### src/rtl/hpu_palette.sv
// hpu_palette: 32x12 colour palette with a double-buffered bulk loader that
// fetches 64 bytes from shared memory at line 490 and swaps them in atomically.
`default_nettype none

module hpu_palette (
  input  logic        clk,
  input  logic        reset,
  input  logic [9:0]  true_line,
  input  logic [9:0]  true_column,
  input  logic [4:0]  pixel_in,
  output logic [15:0] addr_out,
  input  logic [7:0]  data_in,
  output logic        bus_req,
  output logic [11:0] rgb_out,
  output logic        load_done
);

  localparam logic [15:0] BASE_ADDR  = 16'h2AC0;
  localparam logic [9:0]  LOAD_LINE  = 10'd490;
  localparam logic [9:0]  VIS_LINES  = 10'd480;
  localparam logic [9:0]  VIS_COLS   = 10'd800;

  typedef enum logic [1:0] {
    IDLE = 2'd0,
    LOAD = 2'd1,
    LAST = 2'd2
  } state_t;

  state_t      state;
  logic [5:0]  idx;
  logic [11:0] shadow [32];
  logic [11:0] active [32];

  logic        start;
  logic [5:0]  byte_sel;
  logic [4:0]  eff;
  logic        blank;

  assign start    = (true_line == LOAD_LINE) && (true_column == 10'd0);
  assign byte_sel = idx - 6'd1;
  assign eff      = (pixel_in[2:0] == 3'd0) ? 5'd0 : pixel_in;
  assign blank    = (true_line >= VIS_LINES) || (true_column >= VIS_COLS);

  always_ff @(posedge clk or posedge reset) begin
    if (reset) begin
      state     <= IDLE;
      idx       <= 6'd0;
      addr_out  <= 16'd0;
      bus_req   <= 1'b0;
      load_done <= 1'b0;
      for (int i = 0; i < 32; i++) begin
        shadow[i] <= 12'd0;
        active[i] <= 12'd0;
      end
    end else begin
      load_done <= 1'b0;
      case (state)
        IDLE: begin
          if (start) begin
            state   <= LOAD;
            idx     <= 6'd0;
            bus_req <= 1'b1;
          end
        end
        LOAD: begin
          addr_out <= BASE_ADDR + {10'd0, idx};
          // data_in lags the issued address by one cycle
          if (idx != 6'd0) begin
            if (byte_sel[0])
              shadow[byte_sel[5:1]][11:8] <= data_in[3:0];
            else
              shadow[byte_sel[5:1]][7:0]  <= data_in;
          end
          idx <= idx + 6'd1;
          if (idx == 6'd63)
            state <= LAST;
        end
        LAST: begin
          shadow[31][11:8] <= data_in[3:0];
          // Whole palette swaps in one edge so a partial load is never seen
          for (int i = 0; i < 31; i++)
            active[i] <= shadow[i];
          active[31] <= {data_in[3:0], shadow[31][7:0]};
          bus_req    <= 1'b0;
          load_done  <= 1'b1;
          state      <= IDLE;
        end
        default: state <= IDLE;
      endcase
    end
  end

  always_ff @(posedge clk or posedge reset) begin
    if (reset)
      rgb_out <= 12'd0;
    else if (blank)
      rgb_out <= 12'd0;
    else
      rgb_out <= active[eff];
  end

endmodule

`default_nettype wire
### config.mk
export PLATFORM = sky130hd
export DESIGN_NAME = hpu_palette
export DESIGN_NICKNAME = d
export VERILOG_FILES = /design/src/rtl/hpu_palette.sv
export SDC_FILE = /design/constraint.sdc
export NUM_CORES = 2
export LEC_CHECK = 0
export ABC_AREA = 1
export CAP_MARGIN = 20
export CORE_AREA = 10 10 380 382
export CTS_CLUSTER_SIZE = 28
export DETAILED_ROUTE_END_ITERATION = 8
export DIE_AREA = 0 0 390 392
export PLACE_DENSITY = 0.44
export SKIP_LAST_GASP = 1
export SYNTH_ARGS = -nofsm -noshare
export SYNTH_HDL_FRONTEND = slang
export SYNTH_SLANG_ARGS = --single-unit
### constraint.sdc
create_clock -name clk -period 29.3 [get_ports clk]
set_input_delay 5.86 -clock clk [delete_from_list [all_inputs] [get_ports clk]]
set_output_delay 5.86 -clock clk [all_outputs]
set_load 0.1 [all_outputs]
**Yosys cells after proc, flatten, opt, wreduce, memory -nomap -nowiden**

Index checks and enable logic that the tools add are counted.

- Bits in registers: 806
- Bits of input ports: 35
- Output and inout bits: 30
- Word-level logic and storage cells: 125

- Add/subtract/negate cells: 3
- Magnitude comparators: 5
- Equality and inequality tests: 7
- Multiplexer cells: 22
- Bitwise operators: 2
- Reduce and logical (&&, ||, !) cells: 15

Operator list:

| operator | count |
|---|---|
| bitwise mux 384 bit | 2 |
| 2-to-1 mux 384 bit | 1 |
| demux 12 bit (select 5 bit) | 2 |
| binary-select mux 12 bit (select 5 bit) | 1 |
| 2-to-1 mux 12 bit | 5 |
| adder 14 x 6 -> 15 bit, first input constant | 1 |
| greater-or-equal comparator 6 bit, second input constant | 2 |
| inverter 5 -> 6 bit | 2 |
| one-hot mux 6 bit (2 select lines) | 1 |
| == test 10 x 9 -> 1 bit, second input constant | 1 |
| greater-or-equal comparator 10 bit, second input constant | 1 |
| greater-or-equal comparator 10 x 9 -> 1 bit, second input constant | 1 |
| logical NOT 10 bit | 1 |
| AND reduction 2 bit | 5 |
| 2-to-1 mux 8 bit | 1 |
| one-hot mux 4 bit (2 select lines) | 1 |
| adder 6 x 1 -> 6 bit, second input constant | 1 |
| == test 6 bit, second input constant | 1 |
| less-than comparator 6 x 1 -> 1 bit, second input constant | 1 |
| 2-to-1 mux 6 bit | 1 |
| inequality test 2 bit, second input constant | 3 |
| nonzero test 2 bit | 3 |
| nonzero test 6 bit | 1 |
| subtractor 6 x 1 -> 6 bit, second input constant | 1 |
| 11 further kinds | 14 |

**Depth between registers and ports, before layout**

- Depth after elaboration: 10
- Gate-level depth with buffers: 12
- Mapped depth without buffers: 10

**Least setup slack after synthesis**

No wires, ideal clock.

- Path type: input -> register
- Start point: in pixel_in[1]
- End point: reg rgb_out[11]
- Library setup time: 0.119 ns
- Arrival time: 7.177 ns
- Data required time: 29.181 ns
- Path slack: 22.003 ns
- Cell stages on the path: 9
- Path buffers: 2
- Cells stage by stage: clkbuf_1 > clkinv_1 > nor2_1 > clkbuf_1 > nand2_1 > nand4_1 > nand3_1 > a21oi_1 > nor2_1

- Longest elaborated chain between the ends: 7

Ends and longest elaborated chain:

| element | RTL line | RTL |
|---|---|---|
| start: declaration | 10 | `input logic [4:0] pixel_in,` |
| logical NOT 3 bit | 41 | `assign eff = (pixel_in[2:0] == 3'd0) ? 5'd0 : pixel_in;` |
| 2-to-1 mux 5 bit (*) | 41 |  |
| inverter 5 -> 6 bit (not written as such) (*) | 99 | `rgb_out <= active[eff];` |
| binary-select mux 12 bit (select 5 bit) (*) | 99 |  |
| 2-to-1 mux 12 bit (not written as such) (*) (2 in a row) | 99 |  |
| 2-to-1 mux 12 bit (*) | 96 | `else if (blank)` |
| end signal: assignment | 99 |  |
| end: declaration | 14 | `output logic [11:0] rgb_out,` |

Every way passes the cells marked *; elsewhere a longest branch is shown, timed or not. The select of a mux whose other input is x is not followed.
A chain may end at the register's enable or synchronous reset.

==> reports/summary.json <==
{
  "outcome": "complete, no violations",
  "highest_ir_drop_seen_on_vdd_mv": 0.04112,
  "final_area_sq_um": 38920,
  "core_area_sq_um": 136800,
  "hold_violations": 0,
  "worst-setup-path-type": "input pin to asynchronous set/reset pin",
  "root_driver": "sky130_fd_sc_hd__clkbuf_16",
  "synth.yosys.seq_area_share": 0.5709,
  "ys_ff_latch": 773,
  "grt-ovfl-total": 0,
  "setup_viol": 0,
  "critical_path.max_fanout": 108,
  "report.power.total_mw": 2.305,
  "nFillCells": 14950,
  "hold_path_end": "active[123]",
  "grt_first_pass_wirelength_mm": 185.6,
  "detailedPlacementHpwl_mm": 69.42,
  "setup_total_negative_slack_ps": 0,
  "max-cap-violations": 0,
  "worst_r2r_startpoint": "idx[1]",
  "numCtsBuffers": 85,
  "initial_utilization": 0.2477,
  "clock_tree.buffer_depth": 3,
  "post_drt_wl_per_cell_um": 20.05,
  "timing.critical_path.arrival_ps": 9190,
  "period_needed_ps": 8511,
  "postPlaceCellArea_sq_um": 36120,
  "cts_sinks": 773,
  "worstHoldPathCells": 2,
  "p_leak_nw": 17.78,
  "type_of_destination_of_the_critical_path": "asynchronous set/reset pin",
  "wl_mm": 121.7,
  "relSlewSlack": 0.1750,
  "cts_max_level": 3,
  "cts_tree": "built",
  "grt.total_usage": 0.1570,
  "post_cts_buffers": 0,
  "clk_latency_worst_skew_pair_ps": 670,
  "tightest_slew_ps": 1237,
  "timing.hold.worst.class": "flip-flop to flip-flop",
  "unrepaired_setup_endpoints_after_global_routing": "no",
  "remaining_drc_errors": 0,
  "rrSetupSlack_ps": 25750,
  "finalNetCount": 4248,
  "die_width_um": 390,
  "synth_top_cells_by_area": "sky130_fd_sc_hd__dfrtp_1 57%, sky130_fd_sc_hd__nand2_1 24%, sky130_fd_sc_hd__nand3_1 9.8%",
  "power_density_nw_per_um2": 59.23,
  "synth.lib_cells_used.distinct": 30,
  "fp.dieArea_sq_um": 152900,
  "first_global_vias": 27450,
  "r2r_end": "shadow[112]",
  "num_vias": 28330,
  "synthDominantCellAreaShare": 0.5709,
  "layout-drive-gt1-share": 0.05822,
  "chipHeight_um": 392,
  "cts_resized": 0,
  "mappedNetlistArea_sq_um": 33880,
  "critPathRequiredTime_ps": 29970,
  "areaGrowthSynthToFinish_pct": 14.85,
  "cts_hold_repair.buffers": 0,
  "per_cell_via_count_in_the_routed_design": 4.665,
  "yosysWarnings": 0,
  "grt_start_max_net_pins": 184,
  "gp_congestion": 0.7901,
  "slew_viol_final": 0,
  "synthCells": 4298,
  "grt_antenna_before_repair": 6,
  "drtPass1Iterations": 5,
  "timing.hold.ws_ps": 456.9,
  "skew_ps": 20.05,
  "io_buffers": 59,
  "worst_setup_path_start_kind": "input pin",
  "postSynthAreaPerCell_sq_um": 7.884,
  "detailedRoute.firstIterationViolations": 2773,
  "synth.largest_area_cell": "sky130_fd_sc_hd__dfrtp_1",
  "final_util": 0.2845,
  "fin_crit_share": 0.2905,
  "design.portCount": 65,
  "fmax_mhz": 117.5,
  "rows": 136,
  "r2r_cells": 11,
  "worst_setup_hold_path_clk_slew_ps": 60,
  "final_antenna_net_count": 0,
  "hold_path.startpoint": "shadow[123]"
}
-- placed cells by master (no fill, tap or decap), types with 7 or more instances in the layout --
| cell type | count |
|---|---|
| sky130_fd_sc_hd__a21oi_1 | 30 |
| sky130_fd_sc_hd__buf_4 | 63 |
| sky130_fd_sc_hd__clkbuf_1 | 24 |
| sky130_fd_sc_hd__clkbuf_16 | 88 |
| sky130_fd_sc_hd__clkbuf_8 | 14 |
| sky130_fd_sc_hd__clkdlybuf4s50_1 | 49 |
| sky130_fd_sc_hd__clkinv_2 | 16 |
| sky130_fd_sc_hd__dfrtp_1 | 773 |
| sky130_fd_sc_hd__inv_1 | 82 |
| sky130_fd_sc_hd__nand2_1 | 2207 |
| sky130_fd_sc_hd__nand3_1 | 663 |
| sky130_fd_sc_hd__nand4_1 | 7 |
| sky130_fd_sc_hd__nor2_1 | 75 |
| sky130_fd_sc_hd__nor2_2 | 7 |
| sky130_fd_sc_hd__nor2_4 | 7 |
| sky130_fd_sc_hd__nor3_2 | 7 |
| sky130_fd_sc_hd__o21ai_0 | 93 |
| sky130_fd_sc_hd__or2_2 | 9 |
-- per-layer routing --
metal / up-vias / routed length [um] / track usage / share of wire
li1: 13350 / - / - / -
met1: 14120 / 58730 / 0.2282 / 0.48
met2: 723 / 53680 / 0.2399 / 0.44
met3: 132 / 6856 / 0.02450 / 0.056
met4: 6 / 2413 / 0.04277 / 0.020
met5: - / 35 / 0 / 0.00029
-- cell usage after synthesis --
master,count
sky130_fd_sc_hd__inv_1,84
sky130_fd_sc_hd__xnor2_1,1
sky130_fd_sc_hd__nand2_2,1
sky130_fd_sc_hd__or2_2,9
sky130_fd_sc_hd__nand3_2,2
sky130_fd_sc_hd__buf_1,20
sky130_fd_sc_hd__inv_2,6
sky130_fd_sc_hd__o21ai_0,93
sky130_fd_sc_hd__nor3_2,1
sky130_fd_sc_hd__buf_4,11
sky130_fd_sc_hd__xor2_1,1
sky130_fd_sc_hd__nor2_4,2
sky130_fd_sc_hd__o21bai_1,1
sky130_fd_sc_hd__nand3_1,663
sky130_fd_sc_hd__clkinv_1,3
sky130_fd_sc_hd__dfrtp_1,773
sky130_fd_sc_hd__buf_2,58
sky130_fd_sc_hd__clkbuf_1,211
sky130_fd_sc_hd__o211ai_1,5
sky130_fd_sc_hd__nor2_2,6
sky130_fd_sc_hd__nand4_1,7
sky130_fd_sc_hd__and3_1,1
sky130_fd_sc_hd__a21oi_1,30
sky130_fd_sc_hd__nand2_1,2207
sky130_fd_sc_hd__conb_1,1
sky130_fd_sc_hd__nor2_1,81
sky130_fd_sc_hd__xor2_2,3
sky130_fd_sc_hd__nor3_1,10
sky130_fd_sc_hd__nand3b_1,5
sky130_fd_sc_hd__ha_1,2
-- worst max path at each step --
stage	from	end	slack, ps	depth (start not counted)
5_1_grt	reset	shadow[5]	20390	5
3_3_place_gp	reset	shadow[29]	19920	5
4_1_cts	reset	shadow[5]	20660	5
2_1_floorplan	reset	active[0]	1740	1
3_5_place_dp	reset	shadow[5]	19920	5
6_report	reset	shadow[5]	20790	5
-- critical path: stages --
cell and delay, ps:
sky130_fd_sc_hd__clkdlybuf4s50_1 490, sky130_fd_sc_hd__inv_8 530, sky130_fd_sc_hd__buf_4 640, sky130_fd_sc_hd__buf_4 630
sky130_fd_sc_hd__buf_4 800
-- power breakdown --
part           total (mW)  internal [mW]  switching [mW]
registers            1.08           1.07         0.00466
logic               0.126         0.0234           0.102
clock network        1.10          0.640           0.464
-- final cells by class --
type,instances,area [sq um],share of cell area
Antenna cell,1,2.502,0.00006430
Tap cell,1794,2245,0.05768
Inverter,93,370.4,0.009516
Sequential cell,773,19340,0.4970
Clock inverter,27,312.8,0.008038
Clock buffer,126,2485,0.06385
Timing Repair Buffer,122,1080,0.02775
Multi-Input combinational cell,3136,13080,0.3361
-- flip-flops by register name, indices dropped and copies added (netlist names) --
signal,cells
active,374
addr_out,7
bus_req,1
idx,6
load_done,1
rgb_out,12
shadow,370
state,2
-- metrics by stage --
stage / instances / setup WS [ps]
finish: 6072 / 20790
floorplan: 4302 / 1740
CTS: 6071 / 20660
detailed placement: 5918 / 19920
global route: 6071 / 20390
global placement: 5918 / 19920
-- logic make-up after synthesis --
family,count (synthesis),share of synthesized area
and+or+nand+nor,2995,0.3599
DFF,773,0.5709
buffers and inverters,393,0.04689
AOI/OAI and AO/OA,129,0.01950
xor gates and xnor gates,5,0.001957
adders and majority gates,2,0.0007384
other,1,0.0001107
Note: power is estimated with default switching activity, not from simulation.
